===== config.mk =====
export PLATFORM = sky130hd
export DESIGN_NAME = line_list_sequencer
export DESIGN_NICKNAME = d
export VERILOG_FILES = /design/src/rtl/line_list_sequencer.sv
export SDC_FILE = /design/constraint.sdc
export NUM_CORES = 1
export LEC_CHECK = 0
export ABC_CLOCK_PERIOD_IN_PS = 2300
export BUFFER_PORTS_ARGS = -buffer_cell sky130_fd_sc_hd__buf_2
export CORE_MARGIN = 2
export CORE_UTILIZATION = 42
export DETAILED_ROUTE_END_ITERATION = 7
export PLACE_DENSITY = 0.7
export REMOVE_ABC_BUFFERS = 1
export SKIP_LAST_GASP = 1
export SLEW_MARGIN = 30
export SYNTH_ARGS = -nofsm -noshare
export SYNTH_HDL_FRONTEND = slang
export SYNTH_SLANG_ARGS = --single-unit

===== constraint.sdc =====
create_clock -name clk -period 2.3 [get_ports clk]
set_input_delay 0.46 -clock clk [delete_from_list [all_inputs] [get_ports clk]]
set_output_delay 0.46 -clock clk [all_outputs]
set_load 0.05 [all_outputs]

===== src/rtl/line_list_sequencer.sv =====
// line_list_sequencer: walks a display list of line segments held in a
// synchronous ROM and launches each entry into the line-drawing core through a
// start/done handshake, frame after frame, with run/stop control, a frame-done
// pulse and a programmable inter-frame gap.
// Optional full-screen clear pass ahead of every frame: define LINE_SEQ_CLEAR_EN.
module line_list_sequencer #(
    parameter int XW        = 10,
    parameter int YW        = 9,
    parameter int AW        = 12,
    parameter int N_ENTRIES = 600,
    parameter int ROM_LAT   = 2,
    parameter int FRAME_GAP = 16,
    parameter int XMAX      = 639,
    parameter int YMAX      = 479
) (
    input  logic                   clk,
    input  logic                   reset,
    input  logic                   enable,
    output logic [AW-1:0]          rom_addr,
    input  logic [2*XW+2*YW:0]     rom_data,
    output logic                   ld_start,
    output logic [XW-1:0]          ld_x0,
    output logic [XW-1:0]          ld_x1,
    output logic [YW-1:0]          ld_y0,
    output logic [YW-1:0]          ld_y1,
    output logic                   ld_color,
    input  logic                   ld_done,
    output logic                   clr_we,
    output logic [XW-1:0]          clr_x,
    output logic [YW-1:0]          clr_y,
    output logic                   frame_done,
    output logic                   busy
);

    localparam int              DW        = 1 + 2*XW + 2*YW;
    // A zero gap still spends one cycle in GAP.
    localparam int              GAP_CYC   = (FRAME_GAP == 0) ? 1 : FRAME_GAP;
    localparam int              GW        = (GAP_CYC > 1) ? $clog2(GAP_CYC) : 1;
    localparam logic [AW-1:0]   LAST_IDX  = AW'(N_ENTRIES - 1);
    localparam logic [2:0]      WAIT_LOAD = 3'(ROM_LAT - 1);
    localparam logic [GW-1:0]   GAP_LOAD  = GW'(GAP_CYC - 1);

    typedef enum logic [2:0] {
        IDLE,
`ifdef LINE_SEQ_CLEAR_EN
        CLEAR,
`endif
        FETCH,
        WAIT,
        LAUNCH,
        DRAW,
        NEXT,
        GAP
    } state_t;

    state_t          state_q, state_d;
    logic [AW-1:0]   idx_q, idx_d;
    logic [2:0]      wait_q, wait_d;
    logic [GW-1:0]   gap_q, gap_d;

    logic            ld_start_q, ld_start_d;
    logic            frame_done_q, frame_done_d;
    logic            ld_color_q, ld_color_d;
    logic [XW-1:0]   ld_x0_q, ld_x0_d;
    logic [XW-1:0]   ld_x1_q, ld_x1_d;
    logic [YW-1:0]   ld_y0_q, ld_y0_d;
    logic [YW-1:0]   ld_y1_q, ld_y1_d;

    // ROM word fields, MSB first: {color, x0, y0, x1, y1}
    logic            seg_color;
    logic [XW-1:0]   seg_x0, seg_x1;
    logic [YW-1:0]   seg_y0, seg_y1;

    assign seg_color = rom_data[DW-1];
    assign seg_x0    = rom_data[2*YW+2*XW-1 : 2*YW+XW];
    assign seg_y0    = rom_data[2*YW+XW-1   : YW+XW];
    assign seg_x1    = rom_data[YW+XW-1     : YW];
    assign seg_y1    = rom_data[YW-1        : 0];

`ifdef LINE_SEQ_CLEAR_EN
    localparam logic [XW-1:0] CLR_XLAST = XW'(XMAX);
    localparam logic [YW-1:0] CLR_YLAST = YW'(YMAX);

    logic [XW-1:0]   clr_x_q, clr_x_d;
    logic [YW-1:0]   clr_y_q, clr_y_d;
`endif

    // State and sequencing registers.
    always_ff @(posedge clk or posedge reset) begin
        if (reset) begin
            state_q      <= IDLE;
            idx_q        <= '0;
            wait_q       <= '0;
            gap_q        <= '0;
            ld_start_q   <= 1'b0;
            frame_done_q <= 1'b0;
        end else begin
            state_q      <= state_d;
            idx_q        <= idx_d;
            wait_q       <= wait_d;
            gap_q        <= gap_d;
            ld_start_q   <= ld_start_d;
            frame_done_q <= frame_done_d;
        end
    end

    // Segment registers presented to the line drawer.
    always_ff @(posedge clk or posedge reset) begin
        if (reset) begin
            ld_color_q <= 1'b0;
            ld_x0_q    <= '0;
            ld_y0_q    <= '0;
            ld_x1_q    <= '0;
            ld_y1_q    <= '0;
        end else begin
            ld_color_q <= ld_color_d;
            ld_x0_q    <= ld_x0_d;
            ld_y0_q    <= ld_y0_d;
            ld_x1_q    <= ld_x1_d;
            ld_y1_q    <= ld_y1_d;
        end
    end

`ifdef LINE_SEQ_CLEAR_EN
    // Clear-pass raster position.
    always_ff @(posedge clk or posedge reset) begin
        if (reset) begin
            clr_x_q <= '0;
            clr_y_q <= '0;
        end else begin
            clr_x_q <= clr_x_d;
            clr_y_q <= clr_y_d;
        end
    end
`endif

    // Next-state, counters and registered-output next values.
    always_comb begin
        state_d      = state_q;
        idx_d        = idx_q;
        wait_d       = wait_q;
        gap_d        = gap_q;
        frame_done_d = 1'b0;
        // ld_start is registered, so it appears in the first DRAW cycle
        // together with the freshly captured endpoints.
        ld_start_d   = (state_q == LAUNCH);
        ld_color_d   = ld_color_q;
        ld_x0_d      = ld_x0_q;
        ld_y0_d      = ld_y0_q;
        ld_x1_d      = ld_x1_q;
        ld_y1_d      = ld_y1_q;
`ifdef LINE_SEQ_CLEAR_EN
        clr_x_d      = clr_x_q;
        clr_y_d      = clr_y_q;
`endif

        case (state_q)
            IDLE: begin
                idx_d = '0;
                if (enable) begin
`ifdef LINE_SEQ_CLEAR_EN
                    state_d = CLEAR;
`else
                    state_d = FETCH;
`endif
                end
            end

`ifdef LINE_SEQ_CLEAR_EN
            CLEAR: begin
                if (clr_x_q == CLR_XLAST) begin
                    clr_x_d = '0;
                    if (clr_y_q == CLR_YLAST) begin
                        clr_y_d = '0;
                        state_d = FETCH;
                    end else begin
                        clr_y_d = clr_y_q + YW'(1);
                    end
                end else begin
                    clr_x_d = clr_x_q + XW'(1);
                end
            end
`endif

            FETCH: begin
                wait_d  = WAIT_LOAD;
                state_d = WAIT;
            end

            WAIT: begin
                if (wait_q == 3'd0) begin
                    state_d = LAUNCH;
                end else begin
                    wait_d = wait_q - 3'd1;
                end
            end

            LAUNCH: begin
                ld_color_d = seg_color;
                ld_x0_d    = seg_x0;
                ld_y0_d    = seg_y0;
                ld_x1_d    = seg_x1;
                ld_y1_d    = seg_y1;
                state_d    = DRAW;
            end

            DRAW: begin
                if (ld_done) begin
                    state_d = NEXT;
                end
            end

            NEXT: begin
                if (idx_q == LAST_IDX) begin
                    idx_d        = '0;
                    frame_done_d = 1'b1;
                    gap_d        = GAP_LOAD;
                    state_d      = GAP;
                end else if (!enable) begin
                    idx_d   = '0;
                    state_d = IDLE;
                end else begin
                    idx_d   = idx_q + AW'(1);
                    state_d = FETCH;
                end
            end

            GAP: begin
                if (gap_q == '0) begin
                    state_d = IDLE;
                end else begin
                    gap_d = gap_q - GW'(1);
                end
            end

            default: begin
                state_d = IDLE;
            end
        endcase
    end

    assign rom_addr   = idx_q;
    assign ld_start   = ld_start_q;
    assign ld_color   = ld_color_q;
    assign ld_x0      = ld_x0_q;
    assign ld_y0      = ld_y0_q;
    assign ld_x1      = ld_x1_q;
    assign ld_y1      = ld_y1_q;
    assign frame_done = frame_done_q;
    assign busy       = (state_q != IDLE);

`ifdef LINE_SEQ_CLEAR_EN
    assign clr_we = (state_q == CLEAR);
    assign clr_x  = clr_x_q;
    assign clr_y  = clr_y_q;
`else
    // Clear extents only matter when the clear pass is built in.
    logic unused_clr_cfg;
    assign unused_clr_cfg = (XMAX == YMAX);
    assign clr_we = 1'b0;
    assign clr_x  = '0;
    assign clr_y  = '0;
`endif

endmodule


# After elaboration in Yosys (flattened, before gate mapping)
# Index checks and enable logic that the tools add are counted.
[op_classes]
n_addsub = 3
n_mul = 0
div_mod_pow = 0
order_cmp = 0
n_eq_ne = 14
shift = 0
n_mux = 17
n_bitwise = 0
n_reduce_logical = 10
[ops]
columns = ["operator", "count"]
rows = [
  ["two-way mux 12 bit", 2],
  ["one-hot mux 12 bit (2 select lines)", 1],
  ["one-hot mux 3 bit (7 select lines)", 1],
  ["two-way mux 3 bit", 6],
  ["!= test 2 bit, second input constant", 7],
  ["adder 12 x 1 -> 12 bit, second input constant", 1],
  ["equality test 12 x 10 -> 1 bit, second input constant", 1],
  ["equality test 3 bit, second input constant", 3],
  ["two-way mux 4 bit", 2],
  ["one-hot mux 4 bit (2 select lines)", 1],
  ["equality test 3 x 2 -> 1 bit, second input constant", 2],
  ["zero test 3 bit", 2],
  ["one-hot mux 3 bit (2 select lines)", 1],
  ["nonzero test 2 bit", 3],
  ["zero test 4 bit", 1],
  ["AND reduction 4 bit", 1],
  ["subtractor 4 x 1 -> 4 bit, second input constant", 1],
  ["equality test 3 x 1 -> 1 bit, second input constant", 1],
  ["two-way mux 1 bit", 3],
  ["AND reduction 3 bit", 1],
  ["nonzero test 3 bit", 1],
  ["subtractor 3 x 1 -> 3 bit, second input constant", 1],
  ["AND reduction 2 bit", 1],
]
[word_totals]
regBits = 63
latchBits = 0
ram_bits = 0
mem_bits_ro = 0
inputBits = 43
out_inout_bits = 74
elab_cells = 55
memories = 0

# Depth between registers and ports, before layout
# Gate-level depths: netlist of the first run.
[depth]
ltp_word = 4
depth_mapped = 7
ltp_nobuf = 6

# Worst setup path before layout of the first run
# No wires, ideal clock.
[synth_path]
kind = "reg2reg"
start = "reg idx_q[0] (netlist: rom_addr[0])"
end = "reg idx_q[3] (netlist: rom_addr[3])"
arrival_time_ns = 1.887
path_slack_ns = 0.331
path_stages_with_launch = 8
path_buffers = 2
period_less_slack_ns = 1.969
path_cell_list = "dfrtp_1 -> ha_1 -> and3_1 -> buf_2 -> a31oi_4 -> buf_6 -> a21oi_1 -> a31oi_1"
[synth_between]
elab_chain_len = 4
elab_cells_between_ends = 5
[synth_lines]
columns = ["element", "line", "rtl"]
rows = [
  ["start: declaration", "57", "logic [AW-1:0] idx_q, idx_d;"],
  ["start signal: assignment", "99", "idx_q <= idx_d;"],
  ["adder 12 x 1 -> 12 bit", "223", "idx_d = idx_q + AW'(1);"],
  ["two-way mux 12 bit", "219", "end else if (!enable) begin"],
  ["two-way mux 12 bit *", "214", "if (idx_q == LAST_IDX) begin"],
  ["one-hot mux 12 bit (2 select lines) *", "157", "case (state_q)"],
]
# Every way passes the cells marked *; elsewhere a longest branch is shown, timed or not.
# A chain may end at the register's enable or synchronous reset.

# Worst setup path after layout of the first run
[layout_path]
start = "reg idx_q[0] (netlist: rom_addr[0])"
end = "reg idx_q[9] (netlist: rom_addr[9])"
# Same word-level chain as after synthesis.

==> key figures, run 1 <==
Yosys
  • Syn Inst Count: 340
  • Post-Synth XOR/XNOR Area: 0.579%
  • Post-synthesis compound-gate area fraction: 9.60%
  • Post-Synth Adder-Cell Area: 1.66%
  • Top FF cell, synth: dfrtp_1
  • Synth warn: 0
  • Synth top cells by count: 133 x nand2_1, 63 x dfrtp_1, 20 x buf_4
  • Area contributors post-synth: dfrtp_1 52%, nand2_1 17%, buf_4 5.0%
  • Mapped Area: 3020 sq um
  • Post-synth ARST share: 100%
  • EDFF count, synth: 0
  • Post-synthesis mux area share: 0%
  • Avg Inst Size Synth: 8.89 sq um
  • Synth Register Bits: 63
  • Post-synthesis cell type count: 46
  • Post-Synth Simple-Gate Area: 26.5%
  • Most frequent cell after synthesis: nand2_1
  • Post-synth top area cell: dfrtp_1
  • Largest family of logic cells by synthesized area: simple AND/OR/NAND/NOR gates
  • Seq/Total Area, Yosys: approximately 52%
  • Share of the synthesized area in the top cell type: 52.2%

Power
  • Peak supply drop: 0.936 mV
  • Internal power component: about 2800 uW
  • Sw Ratio: approximately 50%
  • Part of the power in the clock network: 19.2%
  • Seq pwr share: 31.9%
  • Switching pwr: 2790 uW
  • Leakage power: between 0.002 and 0.0025 uW
  • Power Density: between 1000 and 1500 nW/um^2
  • Comb pwr share: 49.0%

Clock network
  • Cts hold-fix bufs: 0
  • Clock latency on the worst-skew pair: about 0.33 ns
  • PostCTS Resize Cnt: 0
  • CTS buffer count: 9
  • # Post-CTS Setup Buffers: 0
  • CTS tree: done
  • CTS H-tree depth: 3
  • Worst-path clk slew: around 0.070 ns
  • Clock tree buffer depth: 2
  • Root Driver: clkbuf_8
  • Clock sinks: 63

Drt
  • DRC violations left: 0
  • Wire length per cell: 12.7 um
  • Total Wirelength: ~6.7 mm
  • Remaining antenna violation count: 0
  • Routed vias: 2,546
  • Iter 0 DRT Violations: roughly 180
  • Via density: 4.78
  • Drt pass-1 iters: 4

Placement
  • DPL Wire Length: 4.64 mm
  • Placed insts: approximately 520
  • Pre-CTS setup slack: between 0.3 and 0.4 ns
  • Placer congestion estimate: between 0.7 and 0.8
  • IO Port Bufs: between 90 and 100

Cells and area
  • Final Core Density: between 50% and 60%
  • Area delta synth->final: 23.0%
  • Fin nets: 479
  • Fin cells: 533
  • Ant diodes: 0
  • Share of cells above drive strength 1: around 28%

Timing
  • Final setup viols: 0
  • Final Max Tran Viols: 0
  • Worst-Margin Slew: 0.549 ns
  • Final worst-path setup slack: 0.301 ns
  • Final critical-path required period: around 2 ns
  • Setup TNS: 0 ns
  • Tcrit/Tclk final: 86.9%
  • RSZ-0062 raised after global routing: false
  • FMAX: 500 MHz
  • Max_slew headroom: 63.4%
  • Final count of hold timing violations: 0
  • Setup Skew: 0.00901 ns
  • WHS: 0.190 ns

Setup path
  • Critical path class: reg2reg
  • Crit path cell chain: ha_1 -> and3_1 -> a31oi_4 -> a41oi_1 -> a31oi_1
  • Crit path DAT: roughly 2.2 ns
  • Cell family with most CP delay: compound AO/OA/AOI/OAI gates
  • CP max stage cell: a31oi_4
  • Startpoint types: register
  • Crit-path max cell delay: 0.51 ns
  • Crit path capture type: register
  • Reg-to-reg slack, setup: around 0.30 ns
  • Critical Path RT: 2.54 ns
  • Buffers & Inverters on Critical Path: 0
  • Worst-path fanout max: 19

Job
  • # Max-Cap Violations: 0

GRT
  • Met1 Usage GRT: between 20% and 30%
  • Initial antenna violation count: 0
  • GRT overflow: 0
  • Number of global-route vias before repair: 2,213
  • GR peak layer: met2
  • GR Util met3: 3.64%
  • First-pass GRT wire length: 10.5 mm
  • Largest net degree at the start of global routing: 64
  • M2 GR Usage: 26.5%
  • Total GRT Usage: between 15 and 20%

Floorplanning
  • Die width: just under 90 um
  • Ports: 117
  • DIE HEIGHT: 88.8 um
  • Full die area: 7890 sq um
  • Core ar.: 6870 sq um
  • Rows: 30
  • Initial Util: between 40% and 50%

Hold path
  • HP Class: in2async

Status
  • Status: finished clean
==> worst min-delay path: cells and delay by family <==
family	cells	cell delay (ns)
buffers and inverters	3	0.45
==> per-stage QoR <==
stage               power, uW  area [sq um]
floorplan                3850          2860
global placement         4470          3500
detailed placement       4530          3500
CTS                      5600          3720
global route             5910          3720
finish                   5550          3720
==> power groups by stage <==
stage	registers, uW	clock network (uW)	logic [uW]
6_report	1770	1060	2720
4_1_cts	1770	1090	2750
3_5_place_dp	1790	0	2740
3_3_place_gp	1780	0	2700
5_1_grt	1830	1140	2930
2_1_floorplan	3000	0	850
==> sequential cells by signal, indices dropped and copies added (netlist names) <==
signal and flops:
ld_x0 10, ld_y0 9, gap_q 4, ld_y1 9, ld_color 1, wait_q 3
ld_start 1, rom_addr 12, frame_done 1, ld_x1 10, state_q 3
==> cell usage in the layout, fill, tap and decap left out, drive strengths merged, types with 3 or more instances in the layout <==
cell type,instances
or3,3
clkbuf,11
nor4b,3
nor2,4
a31oi,7
nand3b,3
nor4,3
o211ai,3
a21oi,10
dfrtp,63
buf,99
a41oi,3
o21ai,8
ha,4
inv,13
conb,20
nand3,11
and3,3
nand2,133
nand4,4
==> final timing paths <==
path	from	endpoint	cells past startpoint
max in group asynchronous	reset	rom_addr[1]	3
worst min-delay path	reset	ld_x0[4]	3
worst max register to register	rom_addr[0]	rom_addr[9]	5
worst max-delay path	rom_addr[0]	rom_addr[9]	5
worst min register to register	ld_x1[6]	ld_x1[6]	2
min in group clk	rom_data[12]	ld_x1[3]	3
==> logic make-up (layout without fill, tap and decap cells) <==
| kind of cell | after synthesis | in the layout |
|---|---|---|
| AOI/OAI and AO/OA | 42 | 42 |
| xor gates and xnor gates | 2 | 2 |
| adders and majority gates | 4 | 4 |
| buffers and inverters | 50 | 128 |
| DFF | 63 | 63 |
| other | 1 | 20 |
| and+or+nand+nor | 178 | 178 |
==> routing by layer <==
metal  wire length (um)  share of wire, %  vias up
met2               3360                50       75
met1               2990                44     1206
met4                 46              0.68        0
met3                349               5.2        2
li1                   -                 -     1263
met5                  0                 0        -
==> cell type report <==
class / instances / area (sq um)
inverters: 13 / 48.8
clock buffers: 11 / 141
clock inverters: 5 / 81.3
repair buffers: 99 / 515
multi-input cells: 246 / 1230
fillers: 653 / 3150
flip-flops and latches: 63 / 1580
well taps: 96 / 120
Note: power is estimated with default switching activity, not from simulation.
==> run 2, diff against run 1 <==
--- a/config.mk
+++ b/config.mk
@@ -5,10 +5,12 @@
 export SDC_FILE = /design/constraint.sdc
 export NUM_CORES = 1
 export LEC_CHECK = 0
+export ABC_AREA = 1
 export ABC_CLOCK_PERIOD_IN_PS = 2300
 export BUFFER_PORTS_ARGS = -buffer_cell sky130_fd_sc_hd__buf_2
 export CORE_MARGIN = 2
 export CORE_UTILIZATION = 42
+export CTS_BUF_LIST = sky130_fd_sc_hd__clkbuf_4 sky130_fd_sc_hd__clkbuf_8
 export DETAILED_ROUTE_END_ITERATION = 7
 export PLACE_DENSITY = 0.7
 export REMOVE_ABC_BUFFERS = 1
==> key figures, run 2 <==
Setup path
  • Critical Path RT: 1.84 ns
  • Crit path from: state_q[0]
  • Crit path cell chain: inv_1 -> nand3_1 -> buf_2
  • RR Endpoint: state_q[0]
  • CP max stage cell: dfrtp_1
  • Reg-to-reg slack, setup: 0.71 ns
  • R2R cell count: 8
  • Worst-path fanout max: 6
  • Critical path class: reg2out
  • Crit path capture type: output port
  • Crit path capture: busy
  • RR Startpoint: gap_q[0]
  • Startpoint types: register
  • Crit-path max cell delay: around 0.44 ns
  • Crit path DAT: approximately 1.4 ns

Yosys
  • Synth Register Bits: 63
  • Post-synth top area cell: dfrtp_1
  • Synth warn: 0
  • Syn Inst Count: between 300 and 400
  • Post-synthesis cell type count: 21
  • Share of the synthesized area in the top cell type: a little over half
  • Seq/Total Area, Yosys: 52.0%
  • Mapped Area: 3030 sq um
  • Post-synth ARST share: 100%
  • Most frequent cell after synthesis: nand2_1
  • Top FF cell, synth: dfrtp_1
  • EDFF count, synth: 0
  • Avg Inst Size Synth: a little under 8 sq um
  • Synth top cells by count: 182 x nand2_1, 63 x dfrtp_1, 35 x inv_1
  • Area contributors post-synth: dfrtp_1 52%, nand2_1 23%, buf_4 5.4%

Status
  • Status: finished clean

Clock network
  • Worst-path clk slew: 0.08 ns
  • Cts hold-fix bufs: 0
  • Clock latency on the worst-skew pair: 0.34 ns
  • Clock sinks: 63
  • CTS H-tree depth: 3
  • Root Driver: clkbuf_8
  • CTS tree: done
  • CTS buffer count: 9
  • Clock tree buffer depth: 2
  • PostCTS Resize Cnt: 0
  • # Post-CTS Setup Buffers: 0

Job
  • # Max-Cap Violations: 0

Cells and area
  • Most frequent cells in the layout: 182 x nand2_1, 96 x buf_2, 63 x dfrtp_1
  • Final Core Density: 55.1%
  • Share of cells above drive strength 1: 24.7%
  • Ant diodes: 0
  • Max reg flops: 12
  • Area delta synth->final: 25.4%
  • Fin nets: 540
  • Most common cell after layout, fill and taps aside: nand2_1

GRT
  • Total GRT Usage: 18.1%
  • First-pass GRT wire length: 11.1 mm
  • Number of global-route vias before repair: 2,549
  • Largest net degree at the start of global routing: 41
  • Initial antenna violation count: 0
  • GRT overflow: 0

Timing
  • Setup TNS: 0 ns
  • WHS: between 0.2 and 0.25 ns
  • Final setup viols: 0
  • FMAX: 550 MHz
  • Final worst-path setup slack: between 0.4 and 0.5 ns
  • Final Max Tran Viols: 0
  • Final count of hold timing violations: 0
  • Tcrit/Tclk final: 79.1%
  • RSZ-0062 raised after global routing: false
  • Final critical-path required period: ~1.8 ns
  • Setup Skew: approximately 0.0077 ns

Hold path
  • HP Class: in2async

Floorplanning
  • Ports: around 120
  • Full die area: ~8000 sq um
  • Die width: 89.0 um
  • Rows: 30
  • Core ar.: 6910 sq um
  • Initial Util: 43.9%
  • DIE HEIGHT: ~90 um

Drt
  • Drt pass-1 iters: 4
  • DRC violations left: 0
  • Iter 0 DRT Violations: 150
  • Via density: 4.48
  • Wire length per cell: 11.2 um
  • Total Wirelength: 6.68 mm
  • Routed vias: ~2,700
  • Remaining antenna violation count: 0

Power
  • Leakage power: 0.00224 uW
  • Power Density: 1550 nW/um^2
  • Peak supply drop: 0.922 mV

Placement
  • Placer congestion estimate: ~0.86
  • DPL Wire Length: 4.92 mm
  • Pre-CTS setup slack: 0.747 ns
  • IO Port Bufs: 96
==> run 2: cell count changes after synthesis, moves of 6 or more <==
cell | before | now
a31oi_1 | 6 | 0
nor2_1 | 4 | 24
inv_1 | 12 | 35
nand3_1 | 11 | 24
nand2_1 | 133 | 182
a21oi_1 | 10 | 2
clkbuf_1 | 11 | 2
==> run 2: per-stage QoR <==
step	instances	power, uW	instance area, sq um
3_3_place_gp	578	4670	3550
5_1_grt	594	6270	3800
2_1_floorplan	381	4010	2910
3_5_place_dp	578	4710	3550
6_report	594	5880	3800
4_1_cts	594	5950	3800
==> run 2: layout make-up <==
type / count / area, sq um
clock buffer: 10 / 138
clock inverter: 6 / 116
fill: 687 / 3100
inverter: 35 / 131
multi-input combinational: 283 / 1200
sequential: 63 / 1580
tap: 96 / 120
timing repair buffer: 101 / 518
==> run 2: cells by family (layout without fill, tap and decap cells) <==
kind of cell    Yosys count  count (layout)  synth area share (%)
compound gates           11              11                  1.98
xor+xnor                  4               4                  1.16
fa+ha+maj                 4               4                  1.65
buf+inv                  63             152                  10.7
flops                    63              63                  52.0
other cells               1              20                 0.124
simple gates            244             244                  32.4
==> run 2: where the power goes <==
group / switching (uW) / leakage, uW / total, uW / internal, uW
Sequential: 265 / 0.000793 / 1810 / 1550
Clock: 448 / 0.000127 / 1200 / 757
Combinational: 2210 / 0.00132 / 2870 / 651
==> run 2: routing by layer <==
layer | wire length (um) | GRT usage [%] | share of wire (%) | up-vias
li1 | - | - | - | 1356
met1 | 2990 | 23.3 | 45 | 1188
met2 | 3030 | 28.6 | 45 | 115
met3 | 635 | 7.20 | 9.5 | 4
met4 | 21 | 5.16 | 0.31 | 0
met5 | 0 | 0 | 0 | -
==> run 2: how the worst min path moves through the flow <==
stage,cells after the start,startpoint,endpoint
4_1_cts,3,reset,ld_y1[7]
6_report,3,reset,ld_y1[7]
3_3_place_gp,1,wait_q[0],wait_q[0]
3_5_place_dp,2,ld_y0[6],ld_y0[6]
5_1_grt,3,reset,ld_y1[7]
2_1_floorplan,1,wait_q[0],wait_q[0]
==> run 2: critical path: cells and delay by family (launching register included) <==
kind	cells	cell delay (ns)
buf+inv	2	0.43
simple gates	1	0.16
flops	1	0.44
